**config.mk**
```make
export PLATFORM = sky130hd
export DESIGN_NAME = key_edge_detect
export DESIGN_NICKNAME = d
export VERILOG_FILES = /design/src/rtl/key_edge_detect_pkg.sv /design/src/rtl/key_edge_unit.sv /design/src/rtl/key_edge_detect.sv
export SDC_FILE = /design/constraint.sdc
export NUM_CORES = 1
export LEC_CHECK = 0
export ABC_AREA = 1
export CORE_MARGIN = 1
export CORE_UTILIZATION = 36
export CTS_BUF_LIST = sky130_fd_sc_hd__clkbuf_2 sky130_fd_sc_hd__clkbuf_4 sky130_fd_sc_hd__clkbuf_8
export CTS_CLUSTER_DIAMETER = 30
export DETAILED_ROUTE_END_ITERATION = 7
export PLACE_DENSITY = 0.82
export SYNTH_ARGS = -nofsm -noshare
export SYNTH_HDL_FRONTEND = slang
export SYNTH_SLANG_ARGS = --single-unit
```
**constraint.sdc**
```tcl
create_clock -name CLOCK_50 -period 1.4 [get_ports CLOCK_50]
set_input_delay 0.28 -clock CLOCK_50 [delete_from_list [all_inputs] [get_ports CLOCK_50]]
set_output_delay 0.28 -clock CLOCK_50 [all_outputs]
set_load 0.05 [all_outputs]
```
**src/rtl/key_edge_detect_pkg.sv**
```systemverilog
// Shared widths, switch bit positions and board tie-off values for key_edge_detect.
// Also holds the edge-select helper used by every key lane.
package key_edge_detect_pkg;

    localparam int CNT_W       = 4;
    localparam int SW_W        = 4;

    localparam int SW_EDGE_SEL = 0;
    localparam int SW_BOTH     = 1;
    localparam int SW_HOLD     = 2;
    localparam int SW_CLR      = 3;

    localparam logic [1:0]  DQM_IDLE       = 2'b11;
    localparam logic [12:0] DRAM_ADDR_IDLE = 13'h0000;
    localparam logic [1:0]  DRAM_BA_IDLE   = 2'b00;

    // Both-edges overrides the single-edge select.
    function automatic logic edge_sel(input logic rise, input logic fall,
                                      input logic [SW_W-1:0] sw);
        logic hit;
        if (sw[SW_BOTH])
            hit = rise | fall;
        else if (sw[SW_EDGE_SEL])
            hit = fall;
        else
            hit = rise;
        return hit;
    endfunction

endpackage

```
**src/rtl/key_edge_unit.sv**
```systemverilog
// One key lane: synchroniser, optional debounce (KEY_DEBOUNCE_EN), edge detect, wrapping counter.
// Clear beats hold beats count; prev always tracks so releasing hold/clear yields no burst.
module key_edge_unit
    import key_edge_detect_pkg::*;
#(
    parameter int SYNC_STAGES     = 2,
    parameter int DEBOUNCE_CYCLES = 4
) (
    input  logic             gclk,
    input  logic             grst,
    input  logic             key,
    input  logic [SW_W-1:0]  sw,
    output logic [CNT_W-1:0] cnt
);

    logic [SYNC_STAGES-1:0] sync_pipe;
    logic                   sync;
    logic                   lvl;
    logic                   prev;
    logic                   rise;
    logic                   fall;
    logic                   hit;

    always_ff @(posedge gclk or posedge grst) begin
        if (grst) sync_pipe <= '0;
        else      sync_pipe <= {sync_pipe[SYNC_STAGES-2:0], key};
    end

    assign sync = sync_pipe[SYNC_STAGES-1];

`ifdef KEY_DEBOUNCE_EN
    localparam int DB_W = $clog2(DEBOUNCE_CYCLES + 1);

    logic [DB_W-1:0] db_cnt;

    // Accept the new level on the DEBOUNCE_CYCLES-th consecutive clock it differs.
    always_ff @(posedge gclk or posedge grst) begin
        if (grst) begin
            db_cnt <= '0;
            lvl    <= 1'b0;
        end else if (sync == lvl) begin
            db_cnt <= '0;
        end else if (db_cnt == DB_W'(DEBOUNCE_CYCLES - 1)) begin
            db_cnt <= '0;
            lvl    <= sync;
        end else begin
            db_cnt <= db_cnt + 1'b1;
        end
    end
`else
    assign lvl = sync;
`endif

    assign rise = lvl & ~prev;
    assign fall = ~lvl & prev;
    assign hit  = edge_sel(rise, fall, sw);

    always_ff @(posedge gclk or posedge grst) begin
        if (grst) begin
            prev <= 1'b0;
            cnt  <= '0;
        end else begin
            prev <= lvl;
            if (sw[SW_CLR])
                cnt <= '0;
            else if (!sw[SW_HOLD] && hit)
                cnt <= cnt + 1'b1;
        end
    end

endmodule

```
**src/rtl/key_edge_detect.sv**
```systemverilog
// DE0-Nano top: two key_edge_unit lanes counting KEY edges onto LED; peripherals tied idle.
// Optional debounce in each lane is enabled by defining KEY_DEBOUNCE_EN.
module key_edge_detect
    import key_edge_detect_pkg::*;
#(
    parameter int SYNC_STAGES     = 2,
    parameter int DEBOUNCE_CYCLES = 4
) (
    input  logic        CLOCK_50,
    input  logic        RESET,
    output logic [7:0]  LED,
    input  logic [1:0]  KEY,
    input  logic [3:0]  SW,
    output logic [12:0] DRAM_ADDR,
    output logic [1:0]  DRAM_BA,
    output logic        DRAM_CAS_N,
    output logic        DRAM_CKE,
    output logic        DRAM_CLK,
    output logic        DRAM_CS_N,
    inout  wire  [15:0] DRAM_DQ,
    output logic [1:0]  DRAM_DQM,
    output logic        DRAM_RAS_N,
    output logic        DRAM_WE_N,
    output logic        EPCS_ASDO,
    input  logic        EPCS_DATA0,
    output logic        EPCS_DCLK,
    output logic        EPCS_NCSO,
    output logic        G_SENSOR_CS_N,
    input  logic        G_SENSOR_INT,
    output logic        I2C_SCLK,
    inout  wire         I2C_SDAT,
    output logic        ADC_CS_N,
    output logic        ADC_SADDR,
    output logic        ADC_SCLK,
    input  logic        ADC_SDAT,
    inout  wire  [12:0] GPIO_2,
    input  logic [2:0]  GPIO_2_IN
);

    localparam int NUM_LANES = 2;

    logic [NUM_LANES-1:0][CNT_W-1:0] cnt;
    logic                            unused_inputs;

    for (genvar i = 0; i < NUM_LANES; i++) begin : g_lane
        key_edge_unit #(
            .SYNC_STAGES     (SYNC_STAGES),
            .DEBOUNCE_CYCLES (DEBOUNCE_CYCLES)
        ) u_lane (
            .gclk (CLOCK_50),
            .grst (RESET),
            .key  (KEY[i]),
            .sw   (SW),
            .cnt  (cnt[i])
        );
    end

    assign LED = {cnt[1], cnt[0]};

    assign DRAM_ADDR     = DRAM_ADDR_IDLE;
    assign DRAM_BA       = DRAM_BA_IDLE;
    assign DRAM_CAS_N    = 1'b1;
    assign DRAM_RAS_N    = 1'b1;
    assign DRAM_WE_N     = 1'b1;
    assign DRAM_CS_N     = 1'b1;
    assign DRAM_CKE      = 1'b0;
    assign DRAM_CLK      = 1'b0;
    assign DRAM_DQM      = DQM_IDLE;
    assign DRAM_DQ       = 16'hzzzz;

    assign EPCS_NCSO     = 1'b1;
    assign EPCS_DCLK     = 1'b0;
    assign EPCS_ASDO     = 1'b0;

    assign G_SENSOR_CS_N = 1'b1;
    assign I2C_SCLK      = 1'b1;
    assign I2C_SDAT      = 1'bz;

    assign ADC_CS_N      = 1'b1;
    assign ADC_SADDR     = 1'b0;
    assign ADC_SCLK      = 1'b0;

    assign GPIO_2        = 13'hzzzz;

    assign unused_inputs = ^{EPCS_DATA0, G_SENSOR_INT, ADC_SDAT, GPIO_2_IN};

endmodule

```
# After elaboration in Yosys (flattened, before gate mapping)
# Cells that the tools add are included.
op_classes:
  addsub: 2
  n_mux: 8
  bitwise: 10
  n_reduce_logical: 5
op_table:
  columns: ["cell", "n"]
  rows:
  - ["4-bit 2-to-1 mux", 4]
  - ["4-bit by 1-bit adder with 4-bit output (second input constant)", 2]
  - ["1-bit AND", 4]
  - ["1-bit 2-to-1 mux", 4]
  - ["1-bit NOT", 4]
  - ["2-bit nonzero test", 2]
  - ["1-bit logical AND", 2]
  - ["1-bit bitwise OR", 2]
  - ["1-bit logical NOT", 1]
totals:
  reg_bits: 14
  in_bits: 14
  out_inout_bits: 69
  word_cells: 31

# Logic depth before layout (Yosys ltp)
# Gate-level depths: netlist (run 1).
logic_depth:
  word_depth: 7
  ltp_mapped: 8
  mapped_depth_nobuf: 8

# By module
# Synthesis (run 1) repeated with hierarchy kept, for this count alone.
unflattened:
  hier_cells: 161
  area_unflattened_um2: 1293.7
by_module_without_submodules:
  columns: ["module", "instances", "cells_per_inst", "area_per_inst_um2", "seq_area_each_um2"]
  rows:
  - ["key_edge_unit", 2, 49, 414.1, 175.2]
  - ["key_edge_detect", 1, 63, 465.4, 0.0]

# Worst setup path before layout (run 1)
# OpenSTA, ideal clock, no wires.
synth_path:
  kind: "register to register"
  from: "register g_lane[1].u_lane.cnt[0]"
  to: "register g_lane[1].u_lane.cnt[2]"
  setup_time_ps: 119
  t_arrival_ps: 1203
  setup_slack_ps: 79
  path_stages_with_launch: 6
  path_buffers: 0
  synth_period_minus_slack_ps: 1321
  cell_sequence: "dfrtp_1 > ha_1 > nand2_1 > nor3b_1 > nand2_1 > nand2_1"
synth_via:
  elab_chain_cells: 3
synth_lines:
  columns: ["item", "line_no", "source"]
  rows:
  - ["from (decl)", "key_edge_unit.sv:13", "output logic [CNT_W-1:0] cnt"]
  - ["from (signal assigned)", "key_edge_unit.sv:67", "cnt <= cnt + 1'b1;"]
  - ["4-bit by 1-bit adder with 4-bit output", "key_edge_unit.sv:67", null]
  - ["4-bit 2-to-1 mux", "key_edge_unit.sv:66", "else if (!sw[SW_HOLD] && hit)"]
  - ["4-bit 2-to-1 mux", "key_edge_unit.sv:64", "if (sw[SW_CLR])"]
# Every way passes these cells. The select of a mux whose other input is x is not followed.
# A chain may end at the register's enable or synchronous reset.

# Worst setup path in the final report (run 1)
layout_path:
  from: "register g_lane[1].u_lane.sync_pipe[1]"
  to: "register g_lane[1].u_lane.cnt[2]"
layout_via:
  elab_chain_cells: 6
  elab_cells_between_ends: 8
layout_lines:
  columns: ["item", "line_no", "source"]
  rows:
  - ["from (decl)", "key_edge_unit.sv:16", "logic [SYNC_STAGES-1:0] sync_pipe;"]
  - ["from (signal assigned)", "key_edge_unit.sv:26", "else sync_pipe <= {sync_pipe[SYNC_STAGES-2:0], key};"]
  - ["1-bit NOT", "key_edge_unit.sv:55", "assign fall = ~lvl & prev;"]
  - ["1-bit AND", "key_edge_unit.sv:55", null]
  - ["1-bit 2-to-1 mux or 1-bit bitwise OR (tied branches)", "key_edge_detect_pkg.sv:23, key_edge_detect_pkg.sv:22", null]
  - ["1-bit 2-to-1 mux *", "key_edge_detect_pkg.sv:21", "if (sw[SW_BOTH])"]
  - ["1-bit logical AND *", "key_edge_unit.sv:66", null]
  - ["2-bit nonzero test (no line) *", null, null]
# Mark *: on every way between the ends. The rest lies on a longest branch, timed or not.

==> results of run 1 <==
==> tightest hold or removal path, delay by kind of cell <==
kind	cells	cell delay, ps
buffers and inverters	3	650
==> how the worst min path moves through the flow <==
stage,startpoint,end,depth (start not counted)
2_1_floorplan,RESET,g_lane[0].u_lane.cnt[0],1
5_1_grt,RESET,g_lane[1].u_lane.cnt[1],3
3_3_place_gp,g_lane[0].u_lane.sync_pipe[0],g_lane[0].u_lane.sync_pipe[1],0
4_1_cts,RESET,g_lane[1].u_lane.cnt[1],3
6_report,RESET,g_lane[1].u_lane.cnt[1],3
3_5_place_dp,g_lane[0].u_lane.sync_pipe[0],g_lane[0].u_lane.sync_pipe[1],0
==> sequential cells by signal, indices dropped and copies added, names as in the netlist <==
register	cells
g_lane.u_lane.cnt	8
g_lane.u_lane.prev	2
g_lane.u_lane.sync_pipe	4
==> per-stage QoR <==
step / utilization (%) / setup slack [ps] / total power, mW
floorplan: - / 78.5 / 1.07
global placement: 40.3 / -6.06 / 1.04
detailed placement: 40.3 / -31.6 / 1.05
CTS: 41.0 / 71.9 / 1.26
global route: 41.2 / 56.0 / 1.32
finish: 41.2 / 134 / 1.26
==> logic make-up (layout without fill, tap and decap cells) <==
| logic type | Yosys count | after routing | share of synthesized area (%) |
|---|---|---|---|
| AO/OA/AOI/OAI | 2 | 2 | 1.15 |
| XOR/XNOR | 1 | 1 | 0.731 |
| adder cells (fa/ha/maj) | 6 | 6 | 6.26 |
| buffers and inverters | 72 | 30 | 42.3 |
| flip-flops | 14 | 14 | 29.2 |
| other | 2 | 61 | 0.627 |
| AND/OR/NAND/NOR | 50 | 50 | 19.7 |
==> metal layers <==
metal | GRT usage [%] | up-vias | part of all wire (%)
li1 | - | 369 | -
met1 | 10.1 | 350 | 43
met2 | 14.9 | 35 | 50
met3 | 2.60 | 2 | 5.9
met4 | 4.98 | 0 | 0.73
met5 | 0 | - | 0
==> placed cells by master (no fill, tap or decap), drive strengths merged, types with 3 or more instances in the layout <==
cell and count:
buf 10, nand3 12, clkbuf 3, nand4 4, dfrtp 14, conb 61, nor2 6, inv 10
clkdlybuf4s50 7, ha 6, nand2 27
==> power by group <==
part / switching, mW / leakage [nW] / internal (mW)
sequential: 0.0360 / 0.178 / 0.427
combinational: 0.476 / 0.521 / 0.105
clock: 0.116 / 0.0138 / 0.0994
==> layout make-up <==
type / instances / area (um^2)
clock buffers: 3 / 22.5
repair buffers: 17 / 245
flip-flops and latches: 14 / 350
multi-input cells: 120 / 567
inverters: 10 / 37.5
fillers: 317 / 1830
well taps: 44 / 55.1
==> reports/metrics.yaml, run 1 <==
netlist_area_um2: 1200
synth_top_cell_by_area: "buf_4"
dieArea_um2: 3560
cts_sinks: 14
ys.flop_type: "dfrtp_1"
r2r-start: "g_lane[1].u_lane.sync_pipe[1]"
grt_max_degree: 15
stdcell_count: 208
layout-area-overhead-vs-synth_pct: 6.58
reg2regPathDepth: 6
endpoint: "g_lane[1].u_lane.cnt[2]"
setup_viol: 0
synth_most_common_cell: "buf_4"
cts_tree: "built"
num-nets-final: 186
rsz0062_at_grt: "no"
synth_cell_type_count: 17
htree_levels: 1
rows: 20
die_h_um: 59.7
postCtsSetupBuffers: 0
crit_fanout: 5
cts-root-buf: "clkbuf_4"
cp_top_family: "flip-flops"
critPathRequiredTime_ps: 1610
fmax_ghz: 0.790
dr.pass1.iters: 4
gp_congestion: 0.796
ir_drop_v: 0.000543
arrival_ps: 1480
ys_seq_area_share_pct: 29.2
ios: 83
syn_avg_cell_area_um2: 8.15
p_leak_nw: 0.713
placed_area_um2: 1250
first_global_vias: 572
grt_usage_pct: 8.92
dpl.cell_count: 205
cap_violations: 0
drive_gt1_share_pct: 13.4
fin_area_um2: 1280
numCtsBuffers: 3
ys_top_cells_by_count: "buf_4 (61), nand2_1 (23), dfrtp_1 (14)"
reg2reg_slack_ps: 130
diodes: 0
startpoint_type: "flop"
slowest_stage: "dfrtp_1"
fin_tns_setup_ps: 0
ys_ff_latch: 14
r2r-end: "g_lane[1].u_lane.cnt[2]"
clk_path_buf_depth: 2
clock_skew_ps: 2.65
path_clk_slew_ps: 80
drc_errors: 0
core_um2: 3100
hold_viol_final: 0
vias: 756
cts_hold_buffers: 0
path_cells: "ha_1 -> a21oi_2 -> nand2_2 -> nand2_2 -> nand2_1 -> nand2_1"
powerDensity_nw_per_um2: 985
timing.hold.ws_ps: 297
grt_pass1_wl_um: 2320
async_reset_ff_share_pct: 100
hpwlAfterDp_um: 1290
port_buffers: 15
synth_area_leaders: "buf_4 (38%), dfrtp_1 (29%), nand2_1 (7.2%)"
path_depth: 6
crit_path_start: "g_lane[1].u_lane.sync_pipe[1]"
ant_nets: 0
wl_per_cell_um: 7.88
viasPerCell: 3.63
synth_top_area_share_pct: 38.2
clkLatencyLatePin_ps: 270
wl_um: 1640
fin_crit_ps: 1270
netlist_instances: 147
run_status: "finished, final reports clean"
grt-ovfl-total: 0
antenna_found_initial: 0
critical_path_buf_inv_count: 0
synth-edff-count: 0
crit_type: "reg2reg"
initial_core_util_pct: 38.6
hp-class: "in2async"
max_stage_delay_ps: 400
cts_repair_resize_count: 0
end_kind: "flop"
drt_iter0_drc: 6
ys_warn_count: 0
timing.final.crit_share_pct: 90.4
slew_violations: 0
dieWidth_um: 59.7
Power figures use the tool's default switching activity.
==> inputs of run 2 (changes only) <==
--- a/config.mk
+++ b/config.mk
@@ -6,12 +6,14 @@
 export NUM_CORES = 1
 export LEC_CHECK = 0
 export ABC_AREA = 1
+export CELL_PAD_IN_SITES_DETAIL_PLACEMENT = 0
+export CELL_PAD_IN_SITES_GLOBAL_PLACEMENT = 1
 export CORE_MARGIN = 1
-export CORE_UTILIZATION = 36
+export CORE_UTILIZATION = 24
 export CTS_BUF_LIST = sky130_fd_sc_hd__clkbuf_2 sky130_fd_sc_hd__clkbuf_4 sky130_fd_sc_hd__clkbuf_8
 export CTS_CLUSTER_DIAMETER = 30
 export DETAILED_ROUTE_END_ITERATION = 7
-export PLACE_DENSITY = 0.82
+export PLACE_DENSITY_LB_ADDON = 0.1
 export SYNTH_ARGS = -nofsm -noshare
 export SYNTH_HDL_FRONTEND = slang
 export SYNTH_SLANG_ARGS = --single-unit
==> run 2 against run 1 <==
Compared with the run above: worst setup slack improved by 18 ps; sequential share of layout area decreased by 1.7 points; combinational power rose by 1%; clock power grew 86%; largest cell class unchanged; largest power group unchanged.
==> reports/metrics.yaml, run 2 (same netlist as run 1, synthesis figures left out) <==
diodes: 0  # unchanged
dieArea_um2: 5280  # +48%
run_status: "finished, final reports clean"
antenna_found_initial: 0  # unchanged
hold_viol_final: 0  # unchanged
gp_congestion: 0.722  # -9.2%
startpoint_type: "flop"
cts_tree: "built"
fin_area_um2: 1360  # +6.6%
mostFrequentLayoutCells: "conb_1 (61), nand2_1 (23), dfrtp_1 (14), nand3_1 (10), inv_1 (9)"
cts_hold_buffers: 0  # unchanged
drt_iter0_drc: 11  # +5
timing.hold.ws_ps: 327  # +29.9 ps
grt-ovfl-total: 0  # unchanged
cp_top_family: "flip-flops"
layout_commonest_cell: "conb_1"
path_clk_slew_ps: 60  # -20 ps
fmax_ghz: 0.801  # +1.5%
grt_usage_pct: 7.04  # -1.9 points
drc_errors: 0  # unchanged
htree_levels: 1  # unchanged
wl_per_cell_um: 7.91  # +0.28%
setup_viol: 0  # unchanged
total_power_mw: 1.45  # +15%
dieWidth_um: 72.7  # +22%
grt_pass1_wl_um: 2880  # +24%
die_h_um: 72.7  # +22%
cap_violations: 0  # unchanged
powerDensity_nw_per_um2: 1070  # +8.3%
num-nets-final: 189  # +1.6%
core_um2: 4750  # +53%
rsz0062_at_grt: "no"
crit_fanout: 5  # unchanged
grt_max_degree: 15  # unchanged
ios: 83  # unchanged
max_stage_delay_ps: 350  # -50 ps
hp-class: "in2async"
largest_reg_flops: 8  # unchanged
postCtsSetupBuffers: 0  # unchanged
port_buffers: 15  # unchanged
vias: 770  # +1.9%
layout-area-overhead-vs-synth_pct: 13.6
first_global_vias: 678  # +19%
timing.final.crit_share_pct: 89.1  # -1.3 points
ant_nets: 0  # unchanged
end_kind: "flop"
cts_sinks: 14  # unchanged
fillers: 537  # +69%
path_cells: "inv_1 -> ha_1 -> a21oi_2 -> nand2_2 -> nand2_2 -> nand2_1 -> nand2_1"
placed_area_um2: 1300  # +4.1%
clkLatencyLatePin_ps: 240  # -30 ps
clk_path_buf_depth: 2  # unchanged
drive_gt1_share_pct: 15.5  # +2.1 points
crit_type: "reg2reg"
dr.pass1.iters: 4  # unchanged
slew_violations: 0  # unchanged
wl_um: 1860  # +13%
ir_drop_v: 0.000359  # -34%
arrival_ps: 1430  # -50 ps
hpwlAfterDp_um: 1560  # +21%
critPathRequiredTime_ps: 1580  # -30 ps
slowest_stage: "dfrtp_1"
initial_core_util_pct: 25.2  # -13 points
fin_crit_ps: 1250  # -18.5 ps
cts-root-buf: "clkbuf_8"
numCtsBuffers: 3  # unchanged
viasPerCell: 3.28  # -9.9%
clock_skew_ps: 4.44  # +1.79 ps
critical_path_buf_inv_count: 1  # +1
p_leak_nw: 0.742  # +4.1%
reg_top3: "g_lane.u_lane.cnt: 8 flops, g_lane.u_lane.sync_pipe: 4 flops, g_lane.u_lane.prev: 2 flops"
rows: 25  # +25%
regMostFlops: "g_lane.u_lane.cnt"
[run 2: cell types whose count changed in the layout (fill, tap and decap cells not counted)]
cell / delta
buf_4: +3
clkbuf_4: -3
clkbuf_8: +4
[run 2: repair_timing]
item	in CTS	in global routing
endpoints found under the hold margin	0	0
endpoints found under the setup margin	0	4
resized for setup	0	1
[run 2: path summary, 6_finish.rpt]
kind / from / to / slack, ps / cells past startpoint
min in group CLOCK_50: g_lane[1].u_lane.sync_pipe[0] / g_lane[1].u_lane.sync_pipe[1] / 350 / 0
max: g_lane[1].u_lane.prev / g_lane[1].u_lane.cnt[2] / 150 / 7
max reg2reg: g_lane[1].u_lane.prev / g_lane[1].u_lane.cnt[2] / 150 / 7
max in group asynchronous: RESET / g_lane[1].u_lane.cnt[2] / 900 / 3
min: RESET / g_lane[0].u_lane.cnt[1] / 330 / 3
min reg2reg: g_lane[1].u_lane.sync_pipe[0] / g_lane[1].u_lane.sync_pipe[1] / 350 / 0
[run 2: worst register-to-register path: stages, from the launching register on]
cell,delay (ps)
dfrtp_1,350
inv_1,40
ha_1,300
a21oi_2,180
nand2_2,110
nand2_2,90
nand2_1,50
nand2_1,60
[run 2: final cells by class]
| class | instances | area, um^2 | area share [%] |
|---|---|---|---|
| clock buffers | 4 | 55.1 | 4.04 |
| inverters | 10 | 37.5 | 2.76 |
| multi-input cells | 120 | 567 | 41.6 |
| flip-flops and latches | 14 | 350 | 25.7 |
| well taps | 67 | 83.8 | 6.16 |
| repair buffers | 20 | 268 | 19.7 |
[run 2: layer usage]
layer	global-route usage [%]	wire length (um)	up-vias
met3	1.93	108	2
met5	0	0	-
li1	-	-	375
met2	12.0	963	40
met4	3.27	12	0
met1	8.16	774	353
[run 2: stage by stage]
step	cells	setup WS [ps]	utilization (%)	TNS (ps)
final	235	152	28.6	0
after global routing	235	28.2	28.6	0
after CTS	235	73.2	28.6	0
after detailed placement	231	-39.5	27.4	-158
after global placement	231	-47.7	27.4	-163
after floorplan	206	78.5	-	0
[run 2: power by group]
part / internal (mW) / total, mW / switching (mW) / leakage (nW)
Sequential: 0.428 / 0.464 / 0.0360 / 0.178
Clock: 0.249 / 0.399 / 0.150 / 0.0288
Combinational: 0.111 / 0.589 / 0.479 / 0.535
==> RTL change 1: new RTL, settings of run 2 <==
Register the output `LED`; this adds one clock of latency there. The other outputs are not delayed to match.
--- a/src/rtl/key_edge_detect.sv
+++ b/src/rtl/key_edge_detect.sv
@@ -55,7 +55,9 @@
         );
     end
 
-    assign LED = {cnt[1], cnt[0]};
+    always_ff @(posedge CLOCK_50) begin
+        LED <= {cnt[1], cnt[0]};
+    end
 
     assign DRAM_ADDR     = DRAM_ADDR_IDLE;
     assign DRAM_BA       = DRAM_BA_IDLE;
Behaviour: not the same (Yosys sat finds a counterexample within 4 cycles, from zero or initial values and one cycle with RESET high).
==> RTL change 1 against run 2 <==
Synthesized area is 15% higher; maximum frequency up 0.56%; total power grew 17%; sequential cell count is 8 higher; global-route usage decreased by 0.49 points; count of clock-buffer cells in the layout is the same; critical path depth down 1; setup slack better by 0.0070 ns; wire length grew 2.8%; final area up 12%; hold slack got worse by 0.012 ns; clock power grew 14%; largest power group is now registers.
==> RTL change 1: results (changes against run 2) <==
largest registers LED (8), g_lane.u_lane.cnt (8), g_lane.u_lane.sync_pipe (4); Worst R2R Path Depth 6 (-1); WHS 0.315 ns (-0.0120 ns); Netlist cell types 22 (+5); post-place setup slack -0.0586 ns (-0.0191 ns); CTS Buf Count 3 (unchanged); dominant cells by area after synthesis buf_4, dfrtp_1, dfxtp_1; DR pass1 iterations 3 (-1); Synth top cells by count buf_4, nand2_1, nand3_1, dfrtp_1, inv_1; H-tree Lvls 1 (unchanged); Worst Skew 0.00309 ns (-0.00135 ns); root buffer cell clkbuf_8; Primary FF master, synth dfrtp_1; global route total overflow 0 (unchanged); FF-to-FF Start g_lane[0].u_lane.prev; hpwl dp 1510 um (-3.0%); number of global-route vias before repair 682 (+0.59%); ant diodes 0 (unchanged); vias per cell 3.34 (+1.9%); Port Buffer Count 15 (unchanged); first-pass GRT wire length 3040 um (+5.5%); Hold WC Path Type in2async; pin count of the biggest net entering global routing 15 (unchanged); warnings from Yosys 0 (unchanged); proportion of layout cells with a drive suffix above 1 12.6% (-2.9 points); post-route insts no fill 247 (+5.1%); placer congestion estimate 0.721 (-0.24%); pwr/cell area 1120 nW/um2 (+4.9%); placed cell count 243 (+5.2%); clock buffer depth 2 (unchanged); CTS clock-pin slew for the worst setup and hold paths 0.08 ns (+0.02 ns); critical path fanouts, max 4 (-1); wirelength, routed 1910 um (+2.8%); Top delay family on crit path flip-flops; dpl cell area 1470 um2 (+13%); DR iter-0 viols 20 (+9); Slowest Stage Delay on Critical Path about 0.36 ns; register area share after synthesis 36.9% (+7.7 points); Setup Fix Bufs, Post-CTS 0 (unchanged); R2R setup slack between 0.15 and 0.2 ns; reg2reg end g_lane[0].u_lane.cnt[2]; fill count 621 (+16%); FFs w/ async S/R, synth 63.6% (-36 points); clock latency on the worst-skew pair 0.26 ns (+0.02 ns); antenna violations before repair 0 (unchanged); worst vdd ir 0.251 mV (-30%); total track usage 6.56% (-0.49 points); status complete, no violations; synthesized instance count 158 (+7.5%); PostCTS Resize Cnt 0 (unchanged); Worst path slowest cell dfrtp_1; Leak Pwr 0.813 nW (+9.5%); fin nets 196 (+3.7%); Critical Path AT 1.44 ns
## RTL change 1: changes by cell type after synthesis, moves of 2 or more
cell     before  now
nand2_2       4    1
nor2_1        6    4
nand3_1      10   15
nand2_1      23   21
nand2_4       0    2
dfxtp_1       0    8
## RTL change 1: worst max path at each step
stage,startpoint,end,slack (ns),depth (start not counted)
2_1_floorplan,g_lane[1].u_lane.prev,g_lane[1].u_lane.cnt[2],0.24,6
3_3_place_gp,SW[0],g_lane[1].u_lane.cnt[3],-0.06,8
3_5_place_dp,SW[0],g_lane[1].u_lane.cnt[0],-0.06,8
4_1_cts,g_lane[0].u_lane.prev,g_lane[0].u_lane.cnt[2],0.14,6
5_1_grt,g_lane[1].u_lane.prev,g_lane[1].u_lane.cnt[3],0.06,6
6_report,g_lane[0].u_lane.prev,g_lane[0].u_lane.cnt[2],0.16,6
## RTL change 1: layout make-up
class / instances / area share, %
inverter: 12 / 2.96
sequential: 22 / 33.5
clock buffer: 4 / 3.61
timing repair buffer: 16 / 15.6
multi-input combinational: 121 / 38.4
tap: 72 / 5.91
## RTL change 1: kinds of logic (layout without fill, tap and decap cells)
family	Yosys count	after routing	share of synthesized area, %
simple gates	50	50	18.2
buf+inv	74	32	36.7
other cells	2	61	0.543
xor+xnor	1	1	0.634
flops	22	22	36.9
compound gates	3	3	1.54
fa+ha+maj	6	6	5.43
## RTL change 1: per-layer routing
metal	GRT usage (%)	part of all wire, %
met5	0	0
met3	2.82	7.9
met1	6.44	38
met2	11.9	53
met4	2.78	0.99
## RTL change 1: power breakdown
part           internal [W]  switching [W]
clock              0.000251       0.000203
sequential         0.000663      0.0000298
combinational     0.0000916       0.000467
total               0.00100       0.000700
==> RTL change 2: new RTL, config.mk and constraints of run 2 <==
Without the edit above. Add a define of `KEY_DEBOUNCE_EN`.
--- a/src/rtl/key_edge_unit.sv
+++ b/src/rtl/key_edge_unit.sv
@@ -1,5 +1,7 @@
 // One key lane: synchroniser, optional debounce (KEY_DEBOUNCE_EN), edge detect, wrapping counter.
 // Clear beats hold beats count; prev always tracks so releasing hold/clear yields no burst.
+`define KEY_DEBOUNCE_EN
+
 module key_edge_unit
     import key_edge_detect_pkg::*;
 #(
Function: changed (a bounded check fails within 4 cycles, from zero or initial values and one cycle with RESET high).
==> RTL change 2 against run 2 <==
Setup slack got worse by 0.025 ns; cell count increased by 16%; final area increased by 24%; sequential cell count increased by 8; clock power increased by 15%; total power increased by 71%; critical path depth decreased by 1; wire length increased by 21%; hold slack improved by 0.026 ns; core utilization decreased by 0.44 points; synthesized area increased by 27%.
==> RTL change 2: results (changes against run 2) <==
switching share of total power 44.5% (-1.2 points); met3 usage 1.78% (-0.16 points); met2 Use GR 11.7% (-0.38 points); Critical Path AT 1.48 ns (+0.05 ns); placer congestion estimate 0.734 (+1.6%); Slowest Stage Delay on Critical Path 0.42 ns (+0.07 ns); Worst Skew 0.00165 ns (-0.00279 ns); met1 WL 1010 um (+30%); placed cell count 268 (+16%); Synth top cells by count buf_4, nand2_1, dfrtp_1, inv_1; pin count of the biggest net entering global routing 23 (+8); largest registers g_lane.u_lane.cnt (8), g_lane.u_lane.db_cnt (6), g_lane.u_lane.sync_pipe (4); R2R setup slack 0.13 ns (-0.02 ns); Worst R2R Path Depth 6 (-1); Compound-Gate Fraction of Synth Area 1.57% (+0.42 points); hpwl dp 1780 um (+14%); dominant cells by area after synthesis dfrtp_1, buf_4, nand2_1; vias per cell 3.46 (+5.6%); fin nets 220 (+16%); DR WL met3 139 um (+29%); worst vdd ir 0.393 mV (+9.4%); status complete, no violations; vias 941 (+22%); Post-Synth Adder-Cell Area 6.60% (+0.34 points); Max Clock Freq 786 MHz (-1.9%); XOR/XNOR Fraction of Synth Area 1.16% (+0.42 points); Avg WL per Cell 8.28 um (+4.8%)
-- RTL change 2: cells by family (layout without fill, tap and decap cells) --
logic type / count (synthesis) / count (layout)
buffers and inverters: 74 / 36
and+or+nand+nor: 64 / 64
DFF: 22 / 22
adders and majority gates: 8 / 8
AOI/OAI and AO/OA: 4 / 4
other: 2 / 61
xor gates and xnor gates: 2 / 2
-- RTL change 2: power groups by stage --
stage                     Sequential, W  Combinational (W)  Clock (W)
after floorplan                0.000992           0.000869          0
after global placement         0.000924            0.00110          0
after detailed placement       0.000929            0.00112          0
after CTS                      0.000915            0.00112   0.000487
after global routing           0.000942            0.00123   0.000507
final                          0.000909            0.00111   0.000460
-- RTL change 2: how the worst min path moves through the flow --
| stage | startpoint | to | slack, ns | cells after the start |
|---|---|---|---|---|
| 5_1_grt | g_lane[0].u_lane.sync_pipe[0] | g_lane[0].u_lane.sync_pipe[1] | 0.35 | 0 |
| 6_report | RESET | g_lane[1].u_lane.sync_pipe[1] | 0.35 | 3 |
| 4_1_cts | g_lane[0].u_lane.sync_pipe[0] | g_lane[0].u_lane.sync_pipe[1] | 0.36 | 0 |
| 3_3_place_gp | g_lane[0].u_lane.sync_pipe[0] | g_lane[0].u_lane.sync_pipe[1] | 0.33 | 0 |
| 2_1_floorplan | RESET | g_lane[0].u_lane.cnt[0] | 0.27 | 1 |
| 3_5_place_dp | g_lane[0].u_lane.sync_pipe[0] | g_lane[0].u_lane.sync_pipe[1] | 0.34 | 0 |
-- RTL change 2: area by class of cell --
cell class,instances,area [um2]
multi-input cells,139,677
clock buffers,4,55.1
flip-flops and latches,22,551
well taps,75,93.8
fillers,655,4300
repair buffers,20,268
inverters,12,45.0
-- RTL change 2: timing repair --
action                                  4_1_cts  5_1_grt
endpoints found under the setup margin        0        4
endpoints found under the hold margin         0        0
resized for setup                             0        1
